`config.mk`:
```
export PLATFORM = sky130hd
export DESIGN_NAME = i2c_cmd_sequencer
export DESIGN_NICKNAME = d
export VERILOG_FILES = /design/src/rtl/i2c_seq_pkg.sv /design/src/rtl/i2c_byte_fifo.sv /design/src/rtl/i2c_cmd_sequencer.sv
export SDC_FILE = /design/constraint.sdc
export NUM_CORES = 1
export LEC_CHECK = 0
export ABC_AREA = 1
export CORE_MARGIN = 5
export CORE_UTILIZATION = 64
export DETAILED_ROUTE_END_ITERATION = 12
export PLACE_DENSITY = 0.85
export SYNTH_ARGS = -nofsm -noshare
export SYNTH_HDL_FRONTEND = slang
export SYNTH_SLANG_ARGS = --single-unit
```
`constraint.sdc`:
```
create_clock -name clk -period 7.2 [get_ports clk]
set_clock_uncertainty 0.05 [all_clocks]
set_input_delay 0.72 -clock clk [delete_from_list [all_inputs] [get_ports clk]]
set_output_delay 0.72 -clock clk [all_outputs]
set_load 0.02 [all_outputs]
```
`src/rtl/i2c_seq_pkg.sv`:
```
// Shared types and constants for the i2c command sequencer and its write-byte FIFO.
package i2c_seq_pkg;

    localparam int   LEN_MAX_W = 16;
    localparam logic I2C_RD    = 1'b1;
    localparam logic I2C_WR    = 1'b0;

    typedef enum logic [1:0] {
        IDLE,
        ADDR,
        DATA,
        STOP
    } state_t;

    typedef struct packed {
        logic [6:0]           addr;
        logic                 rw;
        logic [LEN_MAX_W-1:0] len;
    } i2c_cmd_t;

    // Address byte as the master shifts it out: 7-bit address followed by R/W.
    function automatic logic [7:0] addr_byte(input i2c_cmd_t c);
        return {c.addr, c.rw};
    endfunction

endpackage

```
`src/rtl/i2c_byte_fifo.sv`:
```
// Synchronous first-word-fall-through byte FIFO with occupancy count and a bulk drop
// used to discard the unsent bytes of an aborted write.
module i2c_byte_fifo #(
    parameter int DEPTH = 16,
    parameter int CNT_W = $clog2(DEPTH) + 1
) (
    input  logic             clk,
    input  logic             arstn,
    input  logic             push,
    input  logic [7:0]       push_data,
    input  logic             pop,
    input  logic             drop,
    input  logic [CNT_W-1:0] drop_cnt,
    output logic [7:0]       head,
    output logic [CNT_W-1:0] count,
    output logic             full
);

    localparam int PTR_W = $clog2(DEPTH);

    logic [7:0]       mem [DEPTH];
    logic [PTR_W-1:0] wr_ptr;
    logic [PTR_W-1:0] rd_ptr;
    logic             push_ok;
    logic             empty;
    logic [CNT_W-1:0] pop_amt;

    assign full    = (count == CNT_W'(DEPTH));
    assign empty   = (count == '0);
    assign push_ok = push & ~full;
    assign head    = mem[rd_ptr];

    // A drop never removes more than is stored, so pointers and count stay consistent.
    always_comb begin
        pop_amt = '0;
        if (drop) begin
            pop_amt = (drop_cnt > count) ? count : drop_cnt;
        end else if (pop && !empty) begin
            pop_amt = CNT_W'(1);
        end
    end

    always_ff @(posedge clk or negedge arstn) begin
        if (!arstn) begin
            wr_ptr <= '0;
            rd_ptr <= '0;
            count  <= '0;
        end else begin
            if (push_ok) begin
                wr_ptr <= wr_ptr + PTR_W'(1);
            end
            rd_ptr <= rd_ptr + PTR_W'(pop_amt);
            count  <= count + CNT_W'(push_ok) - pop_amt;
        end
    end

    always_ff @(posedge clk) begin
        if (push_ok) begin
            mem[wr_ptr] <= push_data;
        end
    end

endmodule

```
`src/rtl/i2c_cmd_sequencer.sv`:
```
// Command engine in front of the byte-level i2c master: sequences the ena_i2c/end_trans
// handshake per byte, feeds write bytes from a FIFO and returns read bytes and status.
module i2c_cmd_sequencer
    import i2c_seq_pkg::*;
#(
    parameter int FIFO_DEPTH   = 16,
    parameter int LEN_W        = 5,
    parameter int TIMEOUT_CYC  = 200_000,
    parameter int STOP_GAP_CYC = 1_000,
    parameter bit MSB_FIRST    = 1'b1
) (
    input  logic             clk,
    input  logic             arstn,
    input  logic             cmd_valid,
    output logic             cmd_ready,
    input  logic [6:0]       cmd_addr,
    input  logic             cmd_rw,
    input  logic [LEN_W-1:0] cmd_len,
    input  logic             wr_valid,
    output logic             wr_ready,
    input  logic [7:0]       wr_data,
    output logic             rd_valid,
    output logic [7:0]       rd_data,
    output logic             busy,
    output logic             done,
    output logic             err,
    output logic             ena_i2c,
    output logic [7:0]       adrr_r_w,
    output logic [7:0]       byte_2_send,
    output logic             msb_lsb,
    input  logic             end_trans,
    input  logic [7:0]       byte_received
);

    localparam int CNT_W = $clog2(FIFO_DEPTH) + 1;
    localparam int WD_W  = $clog2(TIMEOUT_CYC + 1);
    localparam int GAP_W = $clog2(STOP_GAP_CYC + 1);

    state_t           state;
    state_t           next_state;
    i2c_cmd_t         cmd_q;
    logic [LEN_W-1:0] remaining;
    logic [WD_W-1:0]  wd_cnt;
    logic [GAP_W-1:0] gap_cnt;
    logic             end_trans_q;
    logic             et_rise;
    logic             running;
    logic             aborted;
    logic             load_next;
    logic             too_long;
    logic             len_fits;
    logic             accept;
    logic             reject;
    logic             timeout;
    logic             gap_done;
    logic             fifo_pop;
    logic             fifo_drop;
    logic [CNT_W-1:0] fifo_count;
    logic [7:0]       fifo_head;
    logic             fifo_full;

    i2c_byte_fifo #(
        .DEPTH (FIFO_DEPTH),
        .CNT_W (CNT_W)
    ) u_fifo (
        .clk       (clk),
        .arstn     (arstn),
        .push      (wr_valid),
        .push_data (wr_data),
        .pop       (fifo_pop),
        .drop      (fifo_drop),
        .drop_cnt  (CNT_W'(remaining)),
        .head      (fifo_head),
        .count     (fifo_count),
        .full      (fifo_full)
    );

    assign et_rise  = end_trans & ~end_trans_q;
    assign too_long = (int'(cmd_len) > FIFO_DEPTH);
    assign len_fits = (int'(fifo_count) >= int'(cmd_len));
    assign timeout  = ((state == ADDR) || (state == DATA)) && !et_rise
                      && (wd_cnt == WD_W'(TIMEOUT_CYC - 1));
    assign gap_done = (state == STOP) && (gap_cnt == GAP_W'(STOP_GAP_CYC - 1));
    assign wr_ready = ~fifo_full;
    assign msb_lsb  = MSB_FIRST;
    assign adrr_r_w = addr_byte(cmd_q);

    always_ff @(posedge clk or negedge arstn) begin
        if (!arstn) begin
            state <= IDLE;
        end else begin
            state <= next_state;
        end
    end

    // A completed byte takes priority over a watchdog expiry in the same cycle.
    always_comb begin
        next_state = state;
        case (state)
            IDLE: begin
                if (accept && !reject) begin
                    next_state = ADDR;
                end
            end
            ADDR: begin
                if (et_rise) begin
                    next_state = (cmd_q.len == '0) ? STOP : DATA;
                end else if (timeout) begin
                    next_state = STOP;
                end
            end
            DATA: begin
                if (et_rise && (remaining <= LEN_W'(1))) begin
                    next_state = STOP;
                end else if (timeout) begin
                    next_state = STOP;
                end
            end
            STOP: begin
                if (gap_done) begin
                    next_state = IDLE;
                end
            end
            default: next_state = IDLE;
        endcase
    end

    always_comb begin
        busy      = (state != IDLE);
        cmd_ready = running && (state == IDLE)
                    && ((cmd_rw == I2C_RD) || too_long || len_fits);
        accept    = cmd_valid && cmd_ready;
        reject    = accept && (cmd_rw == I2C_WR) && too_long;
        fifo_pop  = (state == DATA) && et_rise && (cmd_q.rw == I2C_WR)
                    && (remaining != '0);
        fifo_drop = timeout && (cmd_q.rw == I2C_WR);
    end

    always_ff @(posedge clk or negedge arstn) begin
        if (!arstn) begin
            wd_cnt <= '0;
        end else if (accept || et_rise) begin
            wd_cnt <= '0;
        end else if (((state == ADDR) || (state == DATA)) && (wd_cnt != WD_W'(TIMEOUT_CYC))) begin
            wd_cnt <= wd_cnt + WD_W'(1);
        end
    end

    always_ff @(posedge clk or negedge arstn) begin
        if (!arstn) begin
            gap_cnt <= '0;
        end else if (state != STOP) begin
            gap_cnt <= '0;
        end else begin
            gap_cnt <= gap_cnt + GAP_W'(1);
        end
    end

    // The next write byte is loaded one cycle after a pop, once the FIFO head has moved.
    always_ff @(posedge clk or negedge arstn) begin
        if (!arstn) begin
            end_trans_q <= 1'b0;
            running     <= 1'b0;
            ena_i2c     <= 1'b0;
            rd_valid    <= 1'b0;
            rd_data     <= '0;
            done        <= 1'b0;
            err         <= 1'b0;
            byte_2_send <= '0;
            cmd_q       <= '0;
            remaining   <= '0;
            aborted     <= 1'b0;
            load_next   <= 1'b0;
        end else begin
            end_trans_q <= end_trans;
            running     <= 1'b1;
            ena_i2c     <= (next_state == ADDR) || (next_state == DATA);
            rd_valid    <= 1'b0;
            done        <= 1'b0;
            err         <= 1'b0;
            load_next   <= fifo_pop;
            if (accept && !reject) begin
                cmd_q.addr <= cmd_addr;
                cmd_q.rw   <= cmd_rw;
                cmd_q.len  <= LEN_MAX_W'(cmd_len);
                remaining  <= cmd_len;
                aborted    <= 1'b0;
                if ((cmd_rw == I2C_WR) && (cmd_len != '0)) begin
                    byte_2_send <= fifo_head;
                end
            end
            if (reject) begin
                done <= 1'b1;
                err  <= 1'b1;
            end
            if ((state == DATA) && et_rise && (remaining != '0)) begin
                remaining <= remaining - LEN_W'(1);
                if (cmd_q.rw == I2C_RD) begin
                    rd_data  <= byte_received;
                    rd_valid <= 1'b1;
                end
            end
            if (load_next && (state == DATA)) begin
                byte_2_send <= fifo_head;
            end
            if (timeout) begin
                aborted <= 1'b1;
            end
            if (gap_done) begin
                done <= 1'b1;
                err  <= aborted;
            end
        end
    end

endmodule

```
; After elaboration in Yosys (flattened, before gate mapping)
; Memory sizes are Yosys's and may differ from the RTL's.
; Index checks and enable logic that the tools add are counted.
[totals]
out_inout_bits = 32
wordCells = 115
ramBits = 128
input_bits = 34
register_bits = 85
mem_count = 1
[mem_list]
columns = memory, words, width, rd, rd_ports_with_merged_regs, wr, line
row1 = u_fifo.mem, 16, 8, 1, 0, 1, i2c_byte_fifo.sv:21  ; logic [7:0] mem [DEPTH];
[classes]
eq_ne = 10
n_reduce_logical = 40
mux = 27
order_cmp = 4
bitwise = 6
add_sub_neg = 7
[op_table]
columns = operator, count
row1 = 18-bit two-way mux, 2
row2 = 8-bit two-way mux, 3
row3 = 5-bit two-way mux, 4
row4 = 1-bit logical AND, 19
row5 = "18-bit by 1-bit adder with 18-bit output, second input constant", 1
row6 = "18-bit equality test, second input constant", 1
row7 = "18-bit != test, second input constant", 1
row8 = 16-bit logical NOT, 1
row9 = 2-bit nonzero test, 6
row10 = 1-bit two-way mux, 11
row11 = "10-bit by 1-bit adder with 10-bit output, second input constant", 1
row12 = "10-bit equality test, second input constant", 1
row13 = 10-bit two-way mux, 1
row14 = 2-bit two-way mux, 5
row15 = 5-bit nonzero test, 2
row16 = 2-bit one-hot mux with 4 select lines, 1
row17 = "2-bit equality test, second input constant", 3
row18 = 5-bit by 1-bit adder with 5-bit output, 1
row19 = "5-bit equality test, second input constant", 1
row20 = 5-bit greater-or-equal comparator, 1
row21 = 5-bit greater-than comparator, 1
row22 = "5-bit greater-than comparator, second input constant", 1
row23 = "5-bit by 1-bit less-or-equal comparator with 1-bit output, second input constant", 1
row24 = 5-bit logical NOT, 1
row25 = 12 further kinds, 24

; Depth between registers and ports, before layout
[depth]
word_depth = 13
mapped_depth = 21
mapped_depth_nobuf = 21

; Modules after synthesis
; From an unflattened synthesis, not the netlist that was laid out.
[unflattened]
hier_cells = 988
area_unflattened_um2 = 10103.4
[by_module_without_submodules]
columns = mod, cells_each, n_inst, area_each_um2, seq_area_each_um2
row1 = i2c_byte_fifo, 496, 1, 6140.9, 4169.0
row2 = i2c_cmd_sequencer, 492, 1, 3962.6, 1801.7

; Worst setup path after synthesis
; OpenSTA, ideal clock, no wires.
[synth_path]
path_type = flip-flop to flip-flop
from = register state[0]
to = register u_fifo.count[4]
setup_ns = 0.117
setup_slack_ns = 4.081
stages_incl_launch_ff = 20
required_ns = 7.033
synth_period_minus_slack_ns = 3.119
arrival_time_ns = 2.952
path_buffers = 0
path_cell_list = dfrtp_1 > inv_1 > ha_1 > nand3_1 > nor2_2 > nand4_1 > inv_2 > o21ai_0 > o21ai_1 > inv_1 > ha_1 > inv_1 > ha_1 > fa_1 > nand3_1 > nand2_1 > xor2_1 > inv_1 > nand4_1 > nand2_1
[synth_via]
elab_chain_len = 8
elab_cells_between_ends = 13
cone_classes = 1 x add/sub / 2 x eq/ne / 2 x mux / 8 x reduce/logical
[synth_lines]
columns = item, line
row1 = "start, declared", i2c_cmd_sequencer.sv:39  ; state_t state;
row2 = "start signal, assigned", i2c_cmd_sequencer.sv:92  ; state <= next_state;
row3 = 2-bit equality test, "i2c_cmd_sequencer.sv:81, i2c_cmd_sequencer.sv:134"
row4 = 1-bit logical AND (2 in series), i2c_cmd_sequencer.sv:134  ; fifo_pop = (state == DATA) && et_rise && (cmd_q.rw == I2C_WR)
row5 = 1-bit logical AND, i2c_cmd_sequencer.sv:135  ; && (remaining != '0);
row6 = 1-bit logical AND, i2c_byte_fifo.sv:38  ; end else if (pop && !empty) begin
row7 = 1-bit two-way mux, i2c_byte_fifo.sv:38
row8 = 5-bit two-way mux (*), i2c_byte_fifo.sv:36  ; if (drop) begin
row9 = 5-bit subtractor (*), i2c_byte_fifo.sv:53  ; count <= count + CNT_W'(push_ok) - pop_amt;
row10 = "end signal, assigned", i2c_byte_fifo.sv:53
row11 = "end, declared", i2c_byte_fifo.sv:15  ; output logic [CNT_W-1:0] count,
; Mark *: on every way between the ends. The rest lies on a longest branch, timed or not.
; A chain may end at the register's enable or synchronous reset.

; Worst setup path in the final report
[layout_path]
from = register state[1]
to = register u_fifo.count[4]
; The elaborated chain is that of the path after synthesis.

==> impl_metrics.env <==
export IMPL_drt_iter0_drc=627
export IMPL_rrSetupSlack_ps=3690
export IMPL_wl_per_cell_um=16.5
export IMPL_peakVddDrop_v=0.000198
export IMPL_path_class="reg -> reg"
export IMPL_synth_xor_xnor_area_share_pct=1.65
export IMPL_p_per_area_nw_per_um2=370
export IMPL_pin_count=66
export IMPL_grt_first_pass_wirelength_um=35200
export IMPL_seqPwrFrac_pct=39.6
export IMPL_intPower_uw=2690
export IMPL_postCtsHoldBufs=0
export IMPL_io_buffers=64
export IMPL_synthTopCellsByArea="edfxtp_1 38%, dfrtp_1 21%, nand2_1 7.5%"
export IMPL_drt_total_wl_um=21600
export IMPL_drc=0
export IMPL_nNetsFinal=1149
export IMPL_num_rows=46
export IMPL_postRouteAntennaNets=0
export IMPL_firstDrtPassIters=5
export IMPL_grt_overflow_total=0
export IMPL_tightestPinTransition_ps=961
export IMPL_crit_fanout=7
export IMPL_cts_buffer_depth=3
export IMPL_top_usage_layer="met2"
export IMPL_min_path_type="in -> async"
export IMPL_muxShareOfSynthArea_pct=0
export IMPL_n_antenna_cell=0
export IMPL_finalPower_uw=4250
export IMPL_post_route_util_pct=73.3
export IMPL_vias=7419
export IMPL_avgViaCountPerCell=5.69
export IMPL_grtUsageMet1_pct=34.3
export IMPL_dp_cells=1269
export IMPL_cts_resized=0
export IMPL_synthAdderAreaFrac_pct=4.98
export IMPL_arrival_ps=3850
export IMPL_dpl_hpwl_um=14100
export IMPL_fin_cells=1305
export IMPL_grt_pass1_vias=7036
export IMPL_p_comb_share_pct=34.8
export IMPL_synth_area_per_cell_um2=9.85
export IMPL_synth_top_area_cell="edfxtp_1"
export IMPL_cts_inserted_buffers=21
export IMPL_critPathLaunchType="flip-flop"
export IMPL_yosysUniqueCellTypes=40
export IMPL_p_leak_uw=0.00483
export IMPL_r2r_start="state[1]"
export IMPL_p_sw_uw=1560
export IMPL_seq_area_frac_synth_pct=59.1
export IMPL_yosys_warnings=0
export IMPL_use_met3_pct=4.16
export IMPL_grt_met2_usage_pct=38.7
export IMPL_setup_viol=0
export IMPL_pwr_share_clk_pct=25.6
export IMPL_slew_violations=0
export IMPL_tritoncts="yes"
export IMPL_place_ws_ps=3380
export IMPL_antenna_found_initial=0
export IMPL_min_period_ps=3510
export IMPL_hold_violations=0
export IMPL_cp_end_kind="flip-flop"
export IMPL_cts_root_buf="clkbuf_16"
export IMPL_drive_above_1_share_pct=5.79
export IMPL_grt_start_max_net_pins=66
export IMPL_synth_simple_area_share_pct=18.8
export IMPL_grtUsageTotal_pct=24.1
export IMPL_initial_core_util_pct=64.5
export IMPL_drv_cap=0
export IMPL_area_growth_pct=13.6
export IMPL_relSlewSlack_pct=35.7
export IMPL_cts_sinks=213
export IMPL_r2r_end="u_fifo.count[4]"
export IMPL_htree_levels=1
export IMPL_core_um2=15700
export IMPL_status="finished clean"
export IMPL_synth_top_family_by_area="simple AND/OR/NAND/NOR gates"
export IMPL_synth_seq_cells=213
export IMPL_rsz0062_at_grt="no"
export IMPL_clkTransAtPathRegs_ps=60
export IMPL_die_w_um=136
export IMPL_required_ps=7540
export IMPL_dieArea_um2=18400
export IMPL_period_share_pct=48.7
export IMPL_synth_compound_area_share_pct=9.24
export IMPL_place_congestion=0.870
export IMPL_reg2regPathDepth=19
export IMPL_setup_slack_ps=3690
export IMPL_clock_latency_ps=500
export IMPL_die_y_um=136
export IMPL_post_cts_buffers=0
export IMPL_setup_tns_ps=0
export IMPL_synth_top_area_share_pct=38.1
export IMPL_p_sw_share_pct=36.7
export IMPL_fmax_mhz=285
export IMPL_syn_area_um2=10100
export IMPL_syn_inst=1025
==> layout make-up <==
class                   instances  area (um2)
clock buffers                  27         558
well taps                     216         270
repair buffers                 66         653
inverters                     103         394
clock inverters                 9         123
fillers                      1060        4180
flip-flops and latches        213        5970
multi-input cells             671        3510
==> per-layer routing <==
layer | share of wire, % | vias up
li1 | - | 3541
met3 | 7.9 | 51
met2 | 47 | 334
met1 | 42 | 3493
met4 | 2.5 | 0
met5 | 0 | -
==> Yosys cell counts, drive strengths merged <==
master and number:
clkbuf 8, nor4 3, inv 103, nand2 206, dfrtp 85, fa 2, nor3 10, o21a 1
o21ai 111, xnor2 1, xor2 18, nand3 58, nand3b 2, ha 37, o211ai 16, edfxtp 128
o22ai 18, nor2 145, a21oi 22, or2 1, buf 31, nand4 18, conb 1
==> cells in the final DEF, fill, tap and decap left out, drive strengths merged, types with 22 or more instances in the layout <==
master,synthesis,final
nand2,206,206
edfxtp,128,128
nand3,58,58
clkbuf,8,27
clkdlybuf4s50,0,63
o21ai,111,111
a21oi,22,22
nor2,145,145
inv,103,104
dfrtp,85,85
ha,37,37
==> logic make-up (layout without fill, tap and decap cells) <==
kind of cell | Yosys count | after routing
other | 1 | 2
AO/OA/AOI/OAI | 168 | 168
AND/OR/NAND/NOR | 443 | 443
XOR/XNOR | 19 | 19
buffers and inverters | 142 | 205
adder cells (fa/ha/maj) | 39 | 39
flip-flops | 213 | 213
==> registers in the layout (all words and copies together) (netlist names), 2 cells and up <==
register / flops
rd_data: 8
u_fifo.rd_ptr: 4
state: 2
cmd_q: 5
u_fifo.wr_ptr: 4
u_fifo.count: 5
u_fifo.mem: 128
wd_cnt: 18
remaining: 5
byte_2_send: 8
adrr_r_w: 8
gap_cnt: 10
==> how the worst max path moves through the flow <==
stage | start | end | cells after the start
after floorplan | state[0] | u_fifo.count[4] | 19
after global placement | end_trans | u_fifo.count[4] | 19
after detailed placement | end_trans | u_fifo.count[4] | 19
after CTS | cmd_len[2] | cmd_ready | 10
after global routing | state[1] | u_fifo.count[4] | 19
final | state[1] | u_fifo.count[4] | 19
==> worst max-delay path: stages (launching register included) <==
cell	delay, ps
dfrtp_1	490
inv_1	120
ha_1	350
nand3_1	100
nor2_2	190
nand4_1	180
inv_2	160
o21ai_0	100
o21ai_1	140
inv_1	80
ha_1	270
inv_1	30
ha_1	200
fa_1	420
nand3_1	90
nand2_1	60
xor2_1	170
inv_1	60
nand4_1	90
nand2_1	50
==> stage by stage <==
stage | instance area (um2) | hold slack, ps
2_1_floorplan | 10100 | 374
3_3_place_gp | 10800 | 407
3_5_place_dp | 10800 | 408
4_1_cts | 11500 | 53.4
5_1_grt | 11500 | 71.3
6_report | 11500 | 59.1
==> power by group through the flow <==
stage               Clock, uW  Sequential (uW)  Combinational (uW)
floorplan                   0             1690                1020
global placement            0             1690                1410
detailed placement          0             1700                1450
CTS                      1100             1680                1470
global route             1150             1710                1660
finish                   1090             1690                1480
(Power assumes the default switching activity.)
